File: src/rtl/i2c_sniff_pkg.sv
// Shared types for the I2C sniff UART send/receive sequencers:
// record-assembly state encoding, byte-index constants and the record struct.
package i2c_sniff_pkg;

    typedef enum logic [1:0] {
        S_ADDR = 2'd0,
        S_REG  = 2'd1,
        S_DATA = 2'd2
    } seq_state_e;

    localparam int BYTE_ADDR = 0;
    localparam int BYTE_REG  = 1;
    localparam int BYTE_DATA = 2;
    localparam int REC_BYTES = 3;

    typedef struct packed {
        logic [7:0] address;
        logic [7:0] reg_address;
        logic [7:0] reg_data;
    } i2c_rec_t;

endpackage

File: src/rtl/uart_rx_idle_timer.sv
// Saturating idle timer: counts enabled cycles since the last clear and
// flags expiry once TIMEOUT_CYCLES is reached.
module uart_rx_idle_timer #(
    parameter int TIMEOUT_CYCLES = 100_000,
    localparam int TW = $clog2(TIMEOUT_CYCLES + 1)
) (
    input  logic clk,
    input  logic rst,
    input  logic clear,
    input  logic enable,
    output logic expired
);

    logic [TW-1:0] count;
    logic          at_limit;

    assign at_limit = (count == TW'(TIMEOUT_CYCLES));
    assign expired  = enable & at_limit;

    always_ff @(posedge clk) begin
        if (rst || clear)
            count <= '0;
        else if (enable && !at_limit)
            count <= count + TW'(1);
    end

endmodule

File: src/rtl/uart_recv_sequencer.sv
// Regroups UART RX bytes into {address, reg_address, reg_data} records with a
// one-deep output slot; drops partial records on timeout or framing error.
module uart_recv_sequencer
    import i2c_sniff_pkg::*;
#(
    parameter int TIMEOUT_CYCLES = 100_000,
    parameter int CNT_W          = 16
) (
    input  logic             clk,
    input  logic             rst,
    input  logic             rx_valid,
    input  logic [7:0]       rx_data,
    input  logic             rx_frame_err,
    output logic             rec_valid,
    input  logic             rec_ready,
    output logic [7:0]       address,
    output logic [7:0]       reg_address,
    output logic [7:0]       reg_data,
    output logic             timeout_err,
    output logic             frame_err,
    output logic             overflow,
    output logic [CNT_W-1:0] record_count
);

    seq_state_e state, state_nxt;
    i2c_rec_t   rec;
    logic [7:0] stage_addr, stage_reg;

    logic good_byte, bad_byte, tmr_expired, tmr_clear, tmr_en;
    logic cap_addr, cap_reg, rec_done, slot_free, rec_load;
    logic ovf_set, to_set, fe_set, stage_clr, handshake;

    assign good_byte = rx_valid & ~rx_frame_err;
    assign bad_byte  = rx_valid & rx_frame_err;
    assign handshake = rec_valid & rec_ready;

    // Any byte restarts the timer, so a byte arriving on the expiry cycle wins.
    assign tmr_en    = (state == S_REG) || (state == S_DATA);
    assign tmr_clear = rx_valid | ~tmr_en;

    uart_rx_idle_timer #(.TIMEOUT_CYCLES(TIMEOUT_CYCLES)) u_idle_timer (
        .clk     (clk),
        .rst     (rst),
        .clear   (tmr_clear),
        .enable  (tmr_en),
        .expired (tmr_expired)
    );

    always_ff @(posedge clk) begin
        if (rst) state <= S_ADDR;
        else     state <= state_nxt;
    end

    always_comb begin
        state_nxt = state;
        case (state)
            S_ADDR:  if (good_byte) state_nxt = S_REG;
            S_REG:   if (bad_byte || (!rx_valid && tmr_expired)) state_nxt = S_ADDR;
                     else if (good_byte)                         state_nxt = S_DATA;
            S_DATA:  if (rx_valid || tmr_expired) state_nxt = S_ADDR;
            default: state_nxt = S_ADDR;
        endcase
    end

    always_comb begin
        cap_addr  = good_byte && (state == S_ADDR);
        cap_reg   = good_byte && (state == S_REG);
        rec_done  = good_byte && (state == S_DATA);
        slot_free = ~rec_valid | rec_ready;
        rec_load  = rec_done & slot_free;
        ovf_set   = rec_done & ~slot_free;
        to_set    = ~rx_valid & tmr_expired;
        fe_set    = bad_byte;
        stage_clr = (bad_byte && (state != S_ADDR)) || to_set;
    end

    always_ff @(posedge clk) begin
        if (rst) begin
            stage_addr   <= '0;
            stage_reg    <= '0;
            rec          <= '0;
            rec_valid    <= 1'b0;
            timeout_err  <= 1'b0;
            frame_err    <= 1'b0;
            overflow     <= 1'b0;
            record_count <= '0;
        end else begin
            timeout_err <= to_set;
            frame_err   <= fe_set;
            overflow    <= ovf_set;

            if (stage_clr) begin
                stage_addr <= '0;
                stage_reg  <= '0;
            end else begin
                if (cap_addr) stage_addr <= rx_data;
                if (cap_reg)  stage_reg  <= rx_data;
            end

            // A load on the handshake cycle keeps the slot full with the new record.
            if (rec_load) begin
                rec.address     <= stage_addr;
                rec.reg_address <= stage_reg;
                rec.reg_data    <= rx_data;
                rec_valid       <= 1'b1;
            end else if (handshake) begin
                rec_valid <= 1'b0;
            end

            if (handshake) record_count <= record_count + CNT_W'(1);
        end
    end

    assign address     = rec.address;
    assign reg_address = rec.reg_address;
    assign reg_data    = rec.reg_data;

endmodule

File: config.mk
export PLATFORM = sky130hd
export DESIGN_NAME = uart_recv_sequencer
export DESIGN_NICKNAME = d
export VERILOG_FILES = /design/src/rtl/i2c_sniff_pkg.sv /design/src/rtl/uart_rx_idle_timer.sv /design/src/rtl/uart_recv_sequencer.sv
export SDC_FILE = /design/constraint.sdc
export NUM_CORES = 1
export LEC_CHECK = 0
export CORE_MARGIN = 2
export CORE_UTILIZATION = 40
export CTS_CLUSTER_DIAMETER = 60
export DETAILED_ROUTE_END_ITERATION = 7
export GPL_TIMING_DRIVEN = 1
export PLACE_DENSITY = 0.72
export SLEW_MARGIN = 20
export SYNTH_ARGS = -nofsm -noshare
export SYNTH_HDL_FRONTEND = slang
export SYNTH_HIERARCHICAL = 1
export SYNTH_SLANG_ARGS = --single-unit
File: constraint.sdc
create_clock -name clk -period 2.22 [get_ports clk]
set_input_delay 0.444 -clock clk [delete_from_list [all_inputs] [get_ports clk]]
set_output_delay 0.444 -clock clk [all_outputs]
set_load 0.005 [all_outputs]
==> results.sh, run 1 <==
export IMPL_run_status="finished, final reports clean"
export IMPL_end_kind="register"
export IMPL_ioPinCount=57
export IMPL_leakagePower_nw=1.42
export IMPL_first_iter_violations=77
export IMPL_core_area_um2=8180
export IMPL_setup_total_negative_slack_ps=0
export IMPL_worst_setup_hold_path_clk_slew_ps=80
export IMPL_cts_root_buffer_cell="sky130_fd_sc_hd__clkbuf_8"
export IMPL_n_fill_cell=796
export IMPL_grt_util_all_layers_pct=17.9
export IMPL_critical_path_class="register to register"
export IMPL_timing_worst_slew_pin_value_ps=463
export IMPL_post_synth_instance_area_um2=3360
export IMPL_synth_edff_count=0
export IMPL_std_cell_rows=33
export IMPL_cts_repair_resized=0
export IMPL_pwr_density_cell_nw_per_um2=617
export IMPL_p_int_mw=2.03
export IMPL_dr_total_vias=3019
export IMPL_rsz0062_at_grt="no"
export IMPL_synth_mux_area_share_pct=1.01
export IMPL_maxSlewViolCount=0
export IMPL_share_of_total_power_in_sequential_cells_pct=54.5
export IMPL_numPortBuffers=56
export IMPL_yosys_area_top_type_share_pct=47.1
export IMPL_final_nets=480
export IMPL_synth_top_family_by_area="simple AND/OR/NAND/NOR gates"
export IMPL_diode_count=0
export IMPL_ys_types=48
export IMPL_multi_input_area_um2=1660
export IMPL_placed_cells=555
export IMPL_route_final_wire_length_um=7580
export IMPL_initial_utilization_pct=41.0
export IMPL_drt_first_pass_iters=5
export IMPL_data_arrival_critical_path_ps=2330
export IMPL_drive_gt1_share_pct=9.66
export IMPL_via_count_normalized_by_instance_count=5.29
export IMPL_cts_tree="yes"
export IMPL_power_switching_uw=607
export IMPL_place_detailed_hpwl_um=5520
export IMPL_timing_critical_path_fanout_max=7
export IMPL_critPathLaunchType="register"
export IMPL_hold_path_cell_count=2
export IMPL_fmax_mhz=487
export IMPL_compound_cell_area_share_of_the_yosys_netlist_pct=11.7
export IMPL_ir_worst_vdd_mv=0.450
export IMPL_synth_seq_area_share_pct=47.1
export IMPL_insertion_delay_ps=350
export IMPL_largest_register_ffs=17
export IMPL_post_synth_main_area_contributors="sky130_fd_sc_hd__dfxtp_1 (47%), sky130_fd_sc_hd__nand2_1 (9.2%), sky130_fd_sc_hd__a21oi_1 (8.4%)"
export IMPL_timing_clock_skew_ps=11.7
export IMPL_routed_wire_length_per_instance_um=13.3
export IMPL_gp_routability_congestion=0.875
export IMPL_grt_max_degree=25
export IMPL_yosysWarningCount=6
export IMPL_synthCells=400
export IMPL_rr_worst_depth=6
export IMPL_post_cts_buffers=0
export IMPL_synth_top_cell_by_area="sky130_fd_sc_hd__dfxtp_1"
export IMPL_hold_path_class="input port to register"
export IMPL_first_global_vias=2904
export IMPL_total_power_mw=2.63
export IMPL_htree_num_levels=3
export IMPL_syn_area_per_cell_um2=8.39
export IMPL_library_cell_with_the_highest_instance_count_after_synthesis="sky130_fd_sc_hd__nand2_1"
export IMPL_cts_made_buffers=9
export IMPL_min_period_ps=2050
export IMPL_synth_xor_xnor_area_share_pct=4.18
export IMPL_clock_sinks=79
export IMPL_required_ps=2490
export IMPL_grt_overflow_total=0
export IMPL_die_width_um=95.6
export IMPL_design_die_area_um2=9140
export IMPL_sequential_cell_area_um2=1580
export IMPL_clock_tree_buffer_depth=2
export IMPL_drc_errors=0
export IMPL_max_cap_violations=0
export IMPL_setup_viol_count_final=0
export IMPL_arithmetic_cell_share_of_the_synthesized_area_counting_full_adders_half_adders_and_majority_gates_pct=2.24
export IMPL_die_height_um=95.6
export IMPL_netlist_top_cells_count="sky130_fd_sc_hd__nand2_1 (82), sky130_fd_sc_hd__dfxtp_1 (79), sky130_fd_sc_hd__a21oi_1 (56), sky130_fd_sc_hd__nand3_1 (29), sky130_fd_sc_hd__nor2_1 (25)"
export IMPL_grt_first_pass_wirelength_um=12900
export IMPL_async_set_or_reset_flop_fraction_in_the_synthesized_netlist_pct=0
export IMPL_largest_register="u_idle_timer/count"
export IMPL_antenna_violating_nets_post_route=0
export IMPL_area_delta_synth_final_pct=27.2
export IMPL_synthFlopType="sky130_fd_sc_hd__dfxtp_1"
export IMPL_finalHoldViolations=0
export IMPL_comb_power_share_pct=4.7
export IMPL_p_sw_share_pct=23.0
export IMPL_antenna_violations_before_repair=0
export IMPL_cts_hold_buffers=0
export IMPL_timing_max_slew_rel_slack_pct=68.9
export IMPL_synth_simple_area_share_pct=30.5
export IMPL_synth_seq_cells=79
export IMPL_reg_top3="u_idle_timer/count: 17 flops, record_count: 16 flops"
export IMPL_layout_cells_non_filler=571
export IMPL_final_period_utilization_pct=92.5
export IMPL_synth_nets=419
export IMPL_pwr_share_clk_pct=40.8
-- cell usage in the layout (no fill, tap or decap), drive strengths merged, types with 5 or more instances in the layout --
cell type	n
clkdlybuf4s50	55
or3	8
dfxtp	79
xnor2	6
inv	9
clkbuf	11
buf	13
xor2	10
nor3	6
nor4	5
nor2	25
nand3	30
and4	5
o21ai	8
nand4	9
nand2	82
ha	6
a21oi	56
-- routing by layer --
metal / track usage (%) / wire length, um / vias to the layer above
met5: 0 / 0 / -
met4: 7.02 / 129 / 0
met3: 6.48 / 483 / 15
met2: 30.3 / 3760 / 77
met1: 20.5 / 3210 / 1416
li1: - / - / 1511
-- through the flow --
step / hold WS, ps / cell area [um^2] / utilization (%) / setup slack [ps]
5_1_grt: 484 / 4270 / 52.2 / 25.4
3_3_place_gp: 445 / 4070 / 49.8 / 176
2_1_floorplan: 432 / 3360 / - / 293
3_5_place_dp: 447 / 4070 / 49.8 / 139
6_report: 454 / 4270 / 52.2 / 166
4_1_cts: 452 / 4270 / 52.2 / 150
-- worst max-delay path, cell delays in order, from the launching register on --
cell and delay, ps:
sky130_fd_sc_hd__dfxtp_1 360, sky130_fd_sc_hd__inv_1 80, sky130_fd_sc_hd__ha_1 410, sky130_fd_sc_hd__inv_1 130
sky130_fd_sc_hd__or4_1 540, sky130_fd_sc_hd__or3_1 320, sky130_fd_sc_hd__a21oi_1 140
-- area by class of cell --
class | count | area share (%)
clock buffers | 11 | 3.31
clock inverters | 5 | 1.35
inverters | 9 | 0.792
multi-input cells | 294 | 39.0
flip-flops and latches | 79 | 37.1
well taps | 105 | 3.08
repair buffers | 68 | 15.4
-- final timing paths --
| path | from | to | slack [ps] |
|---|---|---|---|
| hold / removal | rst | record_count[10]$_SDFFE_PP0P_ | 450 |
| hold reg to reg | stage_addr[0]$_SDFFE_PP0P_ | address[0]$_SDFFE_PP0P_ | 460 |
| setup reg to reg | state[0]$_SDFFE_PP0P_ | u_idle_timer/count[9]$_SDFFE_PP0P_ | 170 |
| setup / recovery | state[0]$_SDFFE_PP0P_ | u_idle_timer/count[9]$_SDFFE_PP0P_ | 170 |
-- power groups by stage --
stage	combinational (mW)	sequential [mW]	clock (mW)
6_report	0.123	1.44	1.08
5_1_grt	0.138	1.44	1.16
4_1_cts	0.124	1.44	1.10
3_5_place_dp	0.123	1.47	0
3_3_place_gp	0.121	1.47	0
2_1_floorplan	0.0676	1.47	0
-- cell families (layout without fill, tap and decap cells) --
group	Yosys count	in the layout
buffers and inverters	27	93
AO/OA/AOI/OAI	73	73
adder cells (fa/ha/maj)	6	6
flip-flops	79	79
multiplexers	3	3
XOR/XNOR	16	16
AND/OR/NAND/NOR	196	196
Power figures use the tool's default switching activity.
==> inputs of run 2 (changes only) <==
--- a/config.mk
+++ b/config.mk
@@ -9,6 +9,7 @@
 export CORE_UTILIZATION = 40
 export CTS_CLUSTER_DIAMETER = 60
 export DETAILED_ROUTE_END_ITERATION = 7
+export GPL_ROUTABILITY_DRIVEN = 0
 export GPL_TIMING_DRIVEN = 1
 export PLACE_DENSITY = 0.72
 export SLEW_MARGIN = 20
==> results of run 2 <==
No change in the layout: final DEF, timing and power equal those of run 1.
